[src/rtl/matrix_pkg.sv]
// Shared sizing, state encoding and slot/ID types for the matrix sequencer.
package matrix_pkg;

  localparam int WINSIZE  = 200;
  localparam int POPSIZE  = 100;
  localparam int ID_WIDTH = 11;

  localparam int EDGE_AW = $clog2(WINSIZE);
  localparam int SLOT_W  = $clog2(POPSIZE);
  localparam int CNT_W   = $clog2(POPSIZE + 1);

  typedef enum logic [2:0] {
    S_IDLE,
    S_CMP_SRC,
    S_WAIT_SRC,
    S_RES_SRC,
    S_CMP_DST,
    S_WAIT_DST,
    S_RES_DST,
    S_SET_EDGE
  } seq_state_t;

  typedef logic [SLOT_W-1:0]   slot_idx_t;
  typedef logic [ID_WIDTH-1:0] id_t;
  typedef logic [CNT_W-1:0]    cnt_t;

endpackage

[src/rtl/matrix_penc.sv]
// Lowest-index priority encoder over the element match vector; also flags
// when more than one element claims the same ID.
module matrix_penc #(
  parameter int N = 100,
  parameter int W = $clog2(N)
) (
  input  logic [N-1:0] req_i,
  output logic [W-1:0] idx_o,
  output logic         hit_o,
  output logic         multi_o
);

  // Scan from the top down so the lowest set bit is the last one written.
  always_comb begin
    idx_o = '0;
    for (int i = N - 1; i >= 0; i--) begin
      if (req_i[i]) idx_o = i[W-1:0];
    end
  end

  assign hit_o   = |req_i;
  // Clearing the lowest set bit leaves something only if two or more were set.
  assign multi_o = |(req_i & (req_i - N'(1)));

endmodule

[src/rtl/matrix_seq.sv]
// Edge-record sequencer for the matrix element array: resolves src/dst IDs
// to slots (allocating on miss) and sets the src row's dst column.
//
// state      | meaning
// S_IDLE     | ready for a record or a clear
// S_CMP_SRC  | broadcast src ID with compare strobe
// S_WAIT_SRC | wait for element compare pipeline
// S_RES_SRC  | resolve src slot: hit, allocate, or drop
// S_CMP_DST  | broadcast dst ID with compare strobe
// S_WAIT_DST | wait for element compare pipeline
// S_RES_DST  | resolve dst slot: hit, allocate, or drop
// S_SET_EDGE | report record done, strobe the edge bit unless dropped
module matrix_seq
  import matrix_pkg::*;
(
  input  logic                clk,
  input  logic                rst_n,
  input  logic                in_valid_i,
  output logic                in_ready_o,
  input  logic [ID_WIDTH-1:0] in_src_i,
  input  logic [ID_WIDTH-1:0] in_dst_i,
  input  logic                clear_i,
  output logic [ID_WIDTH-1:0] el_data_o,
  output logic                el_cmp_o,
  output logic [POPSIZE-1:0]  el_load_o,
  output logic                el_clr_o,
  output logic [POPSIZE-1:0]  el_edge_set_o,
  output logic [EDGE_AW-1:0]  el_edge_addr_o,
  input  logic [POPSIZE-1:0]  el_match_i,
  output logic                rec_done_o,
  output logic                rec_drop_o,
  output logic [SLOT_W-1:0]   src_idx_o,
  output logic [SLOT_W-1:0]   dst_idx_o,
  output logic [CNT_W-1:0]    pop_count_o,
  output logic                err_full_o,
  output logic                err_multi_o
);

  localparam logic [POPSIZE-1:0] ONE_HOT0 = POPSIZE'(1);

  seq_state_t         state_q;
  id_t                dst_cap_q;
  cnt_t               pop_q;
  slot_idx_t          src_q, dst_q;
  logic               rdy_q;
  logic [POPSIZE-1:0] edge_set_q;
  logic [EDGE_AW-1:0] edge_addr_q;
  id_t                el_data_q;
  logic               el_cmp_q, el_clr_q, rec_done_q, rec_drop_q;
  logic               err_full_q, err_multi_q;

  slot_idx_t m_idx;
  logic      m_hit, m_multi;
  logic      in_res, full, alloc;
  slot_idx_t res_idx;

  matrix_penc #(.N(POPSIZE), .W(SLOT_W)) u_penc (
    .req_i   (el_match_i),
    .idx_o   (m_idx),
    .hit_o   (m_hit),
    .multi_o (m_multi)
  );

  // Resolve-cycle decode; the load strobe must land in the same cycle the match is sampled.
  always_comb begin
    in_res  = (state_q == S_RES_SRC) || (state_q == S_RES_DST);
    full    = (pop_q == CNT_W'(POPSIZE));
    alloc   = in_res && !m_hit && !full;
    res_idx = m_hit ? m_idx : slot_idx_t'(pop_q);
  end

  assign el_load_o      = alloc ? (ONE_HOT0 << pop_q) : '0;
  // rdy_q is low under reset so in_ready stays 0 while rst_n is asserted.
  assign in_ready_o     = rdy_q && !clear_i;
  assign el_data_o      = el_data_q;
  assign el_cmp_o       = el_cmp_q;
  assign el_clr_o       = el_clr_q;
  assign el_edge_set_o  = edge_set_q;
  assign el_edge_addr_o = edge_addr_q;
  assign rec_done_o     = rec_done_q;
  assign rec_drop_o     = rec_drop_q;
  assign src_idx_o      = src_q;
  assign dst_idx_o      = dst_q;
  assign pop_count_o    = pop_q;
  assign err_full_o     = err_full_q;
  assign err_multi_o    = err_multi_q;

  // Sequencer FSM with registered strobes; pulses default low every cycle.
  always_ff @(posedge clk or negedge rst_n) begin
    if (!rst_n) begin
      state_q     <= S_IDLE;
      dst_cap_q   <= '0;
      pop_q       <= '0;
      src_q       <= '0;
      dst_q       <= '0;
      rdy_q       <= 1'b0;
      edge_set_q  <= '0;
      edge_addr_q <= '0;
      el_data_q   <= '0;
      el_cmp_q    <= 1'b0;
      el_clr_q    <= 1'b0;
      rec_done_q  <= 1'b0;
      rec_drop_q  <= 1'b0;
      err_full_q  <= 1'b0;
      err_multi_q <= 1'b0;
    end else begin
      el_cmp_q    <= 1'b0;
      el_clr_q    <= 1'b0;
      rec_done_q  <= 1'b0;
      rec_drop_q  <= 1'b0;
      edge_set_q  <= '0;
      edge_addr_q <= '0;
      case (state_q)
        S_IDLE: begin
          rdy_q <= 1'b1;
          if (clear_i) begin
            el_clr_q    <= 1'b1;
            pop_q       <= '0;
            err_full_q  <= 1'b0;
            err_multi_q <= 1'b0;
          end else if (in_valid_i && rdy_q) begin
            el_data_q <= in_src_i;
            dst_cap_q <= in_dst_i;
            el_cmp_q  <= 1'b1;
            rdy_q     <= 1'b0;
            state_q   <= S_CMP_SRC;
          end
        end
        S_CMP_SRC:  state_q <= S_WAIT_SRC;
        S_WAIT_SRC: state_q <= S_RES_SRC;
        S_RES_SRC: begin
          if (m_hit || !full) begin
            src_q     <= res_idx;
            if (alloc) pop_q <= pop_q + CNT_W'(1);
            if (m_hit && m_multi) err_multi_q <= 1'b1;
            el_data_q <= dst_cap_q;
            el_cmp_q  <= 1'b1;
            state_q   <= S_CMP_DST;
          end else begin
            // Array full on src: dst is never looked up.
            src_q      <= '0;
            dst_q      <= '0;
            rec_done_q <= 1'b1;
            rec_drop_q <= 1'b1;
            err_full_q <= 1'b1;
            state_q    <= S_SET_EDGE;
          end
        end
        S_CMP_DST:  state_q <= S_WAIT_DST;
        S_WAIT_DST: state_q <= S_RES_DST;
        S_RES_DST: begin
          rec_done_q <= 1'b1;
          state_q    <= S_SET_EDGE;
          if (m_hit || !full) begin
            dst_q       <= res_idx;
            if (alloc) pop_q <= pop_q + CNT_W'(1);
            if (m_hit && m_multi) err_multi_q <= 1'b1;
            edge_set_q  <= ONE_HOT0 << src_q;
            edge_addr_q <= EDGE_AW'(res_idx);
          end else begin
            dst_q      <= '0;
            rec_drop_q <= 1'b1;
            err_full_q <= 1'b1;
          end
        end
        S_SET_EDGE: begin
          el_data_q <= '0;
          rdy_q     <= 1'b1;
          state_q   <= S_IDLE;
        end
        default: state_q <= S_IDLE;
      endcase
    end
  end

endmodule

[config.mk]
export PLATFORM = sky130hd
export DESIGN_NAME = matrix_seq
export DESIGN_NICKNAME = d
export VERILOG_FILES = /design/src/rtl/matrix_pkg.sv /design/src/rtl/matrix_penc.sv /design/src/rtl/matrix_seq.sv
export SDC_FILE = /design/constraint.sdc
export NUM_CORES = 1
export LEC_CHECK = 0
export CAP_MARGIN = 40
export CELL_PAD_IN_SITES_DETAIL_PLACEMENT = 2
export CELL_PAD_IN_SITES_GLOBAL_PLACEMENT = 2
export CORE_MARGIN = 10
export CORE_UTILIZATION = 26
export CTS_CLUSTER_DIAMETER = 40
export CTS_CLUSTER_SIZE = 24
export DETAILED_ROUTE_END_ITERATION = 6
export HOLD_SLACK_MARGIN = 0.05
export PLACE_DENSITY = 0.94
export SYNTH_ARGS = -nofsm -noshare
export SYNTH_HDL_FRONTEND = slang
export SYNTH_SLANG_ARGS = --single-unit
export TNS_END_PERCENT = 10
[constraint.sdc]
create_clock -name clk -period 19.1 [get_ports clk]
set_input_delay 5.73 -clock clk [delete_from_list [all_inputs] [get_ports clk]]
set_output_delay 5.73 -clock clk [all_outputs]
set_load 0.02 [all_outputs]
Yosys cells after proc, flatten, opt, wreduce, memory -nomap -nowiden
Index checks and enable logic that the tools add are counted.

Input bits: 126. Logic and storage cells: 202. Bits in registers: 161.

Multiplexer cells: 139. Reduce and logical (&&, ||, !) cells: 25. Shifts and indexed selects: 2. Add/subtract/negate cells: 2. Bitwise gates (word level): 2. Eq/ne operators: 17.

Operator list (number): two-way mux 7 bit (108); two-way mux 100 bit (3); OR reduction 100 bit (2); << shifter 1 x 7 -> 100 bit (first input constant) (2); AND 100 bit (1); subtractor 100 x 1 -> 100 bit (second input constant) (1); two-way mux 11 bit (3); one-hot mux 11 bit (3 select lines) (1); one-hot mux 7 bit (2 select lines) (2); one-hot mux 3 bit (8 select lines) (1); two-way mux 1 bit (13); equality test 3 bit (second input constant) (4); AND reduction 4 bit (3); != test 2 bit (second input constant) (5); one-hot mux 1 bit (2 select lines) (5); != test 2 x 1 -> 1 bit (second input constant) (4); adder 7 x 1 -> 7 bit (second input constant) (1); equality test 7 bit (second input constant) (1); equality test 3 x 2 -> 1 bit (second input constant) (2); two-way mux 3 bit (2); AND reduction 3 bit (2); nonzero test 2 bit (3); logical AND 1 bit (5); AND reduction 2 bit (2); 8 further kinds (11).

Logic depth before layout (Yosys ltp)
Word-level depth: 103. Gate-level depth with buffers: 13. Mapped depth without buffers: 10.

By module
From an unflattened synthesis, not the netlist that was laid out.

Cells, all modules: 1043. Area, all modules: 8961.1 um^2.

By module, submodules not included: matrix_seq (area each 6421.2 um^2, cells each 607, times used 1); matrix_penc (area each 2539.9 um^2, cells each 436, times used 1).

Worst setup path before layout
Ideal clock, no wire load.

Kind: input to output. From: input el_match_i[89]. To: output el_load_o[10]. Data arrival time: 8.739 ns. Path slack: 4.631 ns. Data required time: 13.370 ns. Path buffers: 4. Cell stages on the path: 12. Path through: clkbuf_1 or4_1 or2_1 or3_1 clkbuf_1 nor3_2 nand2_1 or3_1 clkbuf_1 or2_2 clkbuf_1 nor2_1.

Cells in the longest elaborated chain, start to end: 5.

Ends and longest elaborated chain: start, declared (RTL line matrix_seq.sv:29) `input logic [POPSIZE-1:0] el_match_i,`; OR reduction 100 bit (RTL line matrix_penc.sv:21) `assign hit_o = |req_i;`; logical NOT 1 bit (RTL line matrix_seq.sv:68) `alloc = in_res && !m_hit && !full;`; logical AND 1 bit (2 in a row) (RTL line matrix_seq.sv:68); two-way mux 100 bit (RTL line matrix_seq.sv:72) `assign el_load_o = alloc ? (ONE_HOT0 << pop_q) : '0;`; end, declared (RTL line matrix_seq.sv:25) `output logic [POPSIZE-1:0] el_load_o,`.

No other way between the ends.

Worst setup path after layout
From: input el_match_i[3]. To: output el_load_o[21].

The elaborated chain is that of the path after synthesis.

==> summary.md <==
| Metric | Value |
|---|---|
| CTS Buf Count | `17` |
| Measured slew at the worst slew-check pin | `0.9095 ns` |
| Setup_tns | `0 ns` |
| Unrepaired setup endpoints after global routing | `false` |
| Leakage | `5.099 nW` |
| Critical path's slowest cell | `or4_1` |
| FFs w/ async S/R, synth | `1.000` |
| Die Wd | `203.5 µm` |
| Count of non-filler cells in the finished layout | `1,863` |
| Clk_skew | `0.01219 ns` |
| Reg power frac | `0.389` |
| Post-synth top area share | `0.4575` |
| Min Hold Slack | `approximately 0.50 ns` |
| Hold Buf Count CTS | `0` |
| Post-layout min period | `16.17 ns` |
| Port bufs | `approximately 370` |
| Mapped cell area | `8752 µm²` |
| Synth warn | `0` |
| Worst Path Required | `13.37 ns` |
| CTS Root Cell | `clkbuf_16` |
| Power per cell area | `79.22 nW/µm²` |
| WL per Instance | `25.22 µm` |
| Worst Setup End Kind | `output pin` |
| Synthesis-to-finish area growth | `54.78%` |
| First-pass detailed-route iteration total | `5` |
| Global-route wire length before repair | `70.85 mm` |
| Final max-slew violation count | `0` |
| Post-Route WL | `approximately 47 mm` |
| Worst Setup Path Type | `in -> out` |
| Fin nets | `1,531` |
| Max Fclk | `61.84 MHz` |
| Max_cap viols | `0` |
| Die footprint | `41,400 µm²` |
| Worst-path cell chain | `clkdlybuf4s50_1, nor4_4, nand4_4, or4_1, nor3_2, nand2_1, or3_1, inv_1, nand2_1, nor2_1, clkdlybuf4s50_1` |
| Ratio of cells with drive above 1 in the final layout | `0.05807` |
| Combinational power share | `0.283` |
| Starting density of the core | `0.2623` |
| Hold crit path type | `reg -> reg` |
| Fillers | `3,698` |
| Clock Sinks | `160` |
| Core ar. | `33,360 µm²` |
| DRC | `0` |
| Global-route usage over all layers | `0.2206` |
| TritonCTS clock tree | `done` |
| Worst-case vdd ir drop | `66.21 µV` |
| Initial DRC count | `441` |
| Worst-Skew Late Latency | `0.44 ns` |
| Final HPWL DP | `37.45 mm` |
| Gp weighted congestion | `~0.86` |
| Dominant cell type by area after synthesis | `dfrtp_1` |
| Fin crit share | `0.8467` |
| Switching Fraction | `0.3432` |
| Syn Nets | `about 1,200` |
| Reg clk slew, reported paths | `approximately 0.060 ns` |
| Htree depth | `4` |
| Vias in the first global route | `about 11,000` |
| Most frequent cells in the layout | `370 x clkdlybuf4s50_1, 291 x nor2_1, 160 x dfrtp_1` |
| Maximum clock insertion buffer count | `2` |
| Cell area after layout | `13,550 µm²` |
| Synth Instances | `1,046` |
| Gr ovfl total | `0` |
| Post-CTS Setup Inserts | `0` |
| Row count | `67` |
| Most area-consuming cells after synthesis | `dfrtp_1 46%, nor2_1 12%, nand2_1 3.5%` |
| Most common cell after layout, fill and taps aside | `clkdlybuf4s50_1` |
| Final ANT Viol Nets | `0` |
| Drt via density | `around 5.2` |
| Synth cell types | `slightly below 70` |
| Initial antenna violation count | `8` |
| Syn avg cell area | `8.367 µm²` |
| Critical path startpoint category | `input pin` |
| Final setup viols | `0` |
| Routed vias | `9,748` |
| Switch Pwr | `0.3682 mW` |
| Area after DPL | `12,930 µm²` |
| Run status | `finished clean` |
| Post-synth EDFFs | `0` |
| Die H | `203.5 µm` |
| Final hold viol count | `0` |
| Seq/Total Area, Yosys | `0.4575` |
| I/O Pins | `about 370` |
| Dominant synthesized flop cell | `dfrtp_1` |
| Dpl cells | `1,828` |
| Int Pwr | `0.7049 mW` |
| Crit-path max FO | `18` |
| #FFs+latches synth | `160` |
| Largest net degree at the start of global routing | `83` |
| Max stage delay on crit path | `0.82 ns` |
| Data arrival, critical path | `10.44 ns` |
| Clk pwr share | `0.329` |
| Relative slew margins | `0.3918` |
| PostCTS Resize Cnt | `0` |
==> routing by layer <==
layer  GRT usage  vias up  wire [µm]
met2      0.4059      284      24830
met1      0.2502     5010      19030
met4     0.06315       10        776
li1            -     4389          -
met5           0        -         71
met3     0.04791       55       2265
==> synthesized netlist by cell type, types with 4 or more instances <==
cell      count
o21ai_0      54
a21boi_0      6
a22oi_1      13
and2_1        6
a21oi_1      50
o31a_1        6
nor2_1      291
or2_2        11
nand2b_1      8
o22ai_1       7
nor4_4        6
a21o_1        7
nand4_1      13
a31oi_1       6
o41a_1        4
ha_1          6
nor4_1       26
o31ai_1      16
o211ai_1      5
maj3_1        8
dfrtp_1     160
nor4_2        6
nand2_1      82
or4_1        14
nor3_1       33
a211oi_1      7
inv_1        31
clkbuf_1     40
mux2_2       11
nand3_1      29
nor2b_1       9
nand3b_1      4
o21a_1        6
or3_1         9
==> area by class of cell <==
type | count | area, µm² | share of cell area
multi-input cells | 811 | 4474 | 0.3303
repair buffers | 378 | 3780 | 0.2790
well taps | 448 | 560.5 | 0.04138
flip-flops and latches | 160 | 4004 | 0.2956
clock buffers | 19 | 442.9 | 0.03270
diodes | 3 | 7.507 | 0.0005542
inverters | 31 | 116.4 | 0.008590
clock inverters | 13 | 161.4 | 0.01191
==> power groups by stage <==
stage	clock [mW]	combinational (mW)	sequential, mW
5_1_grt	0.372	0.330	0.422
3_3_place_gp	0	0.288	0.417
3_5_place_dp	0	0.303	0.422
6_report	0.353	0.303	0.417
4_1_cts	0.358	0.307	0.417
2_1_floorplan	0	0.130	0.430
==> kinds of logic after synthesis <==
group                    after synthesis  synth area share
other                                  1         0.0004285
flip-flops                           160            0.4575
adder cells (fa/ha/maj)               14           0.01773
multiplexers                          11           0.01415
XOR/XNOR                               5          0.005004
buffers and inverters                 75           0.03274
AO/OA/AOI/OAI                        214            0.1597
AND/OR/NAND/NOR                      566            0.3128
==> worst paths after layout <==
path | cells past startpoint | end | slack [ns] | from
min reg2reg | 1 | dst_idx_o[4] | 0.50 | dst_idx_o[4]
max in group asynchronous | 3 | el_edge_set_o[27] | 12.46 | rst_n
min | 1 | dst_idx_o[4] | 0.50 | dst_idx_o[4]
max reg2reg | 9 | el_edge_set_o[21] | 15.54 | pop_count_o[0]
max | 11 | el_load_o[21] | 2.93 | el_match_i[3]
min in group asynchronous | 1 | el_edge_set_o[73] | 5.34 | rst_n
==> stage by stage <==
stage,utilization,power (mW),setup WS [ns]
floorplan,-,0.5600,4.631
global placement,0.3871,0.7051,3.231
detailed placement,0.3877,0.7249,2.950
CTS,0.4058,1.083,2.940
global route,0.4060,1.124,2.567
finish,0.4060,1.073,2.929
==> sequential cells by signal, summed over array words and instances (netlist names) <==
signal	flops
err_full_o	1
pop_count_o	7
err_multi_o	1
rec_done_o	1
rec_drop_o	1
dst_idx_o	7
el_edge_set_o	100
el_edge_addr_o	7
src_idx_o	7
el_clr_o	1
dst_cap_q	11
state_q	3
el_data_o	11
rdy_q	1
el_cmp_o	1
==> critical path: cells and delay by family <==
family	cells	cell delay [ns]
buf+inv	3	1.30
simple gates	8	3.38
No activity file was read; power rests on OpenSTA's default activity.
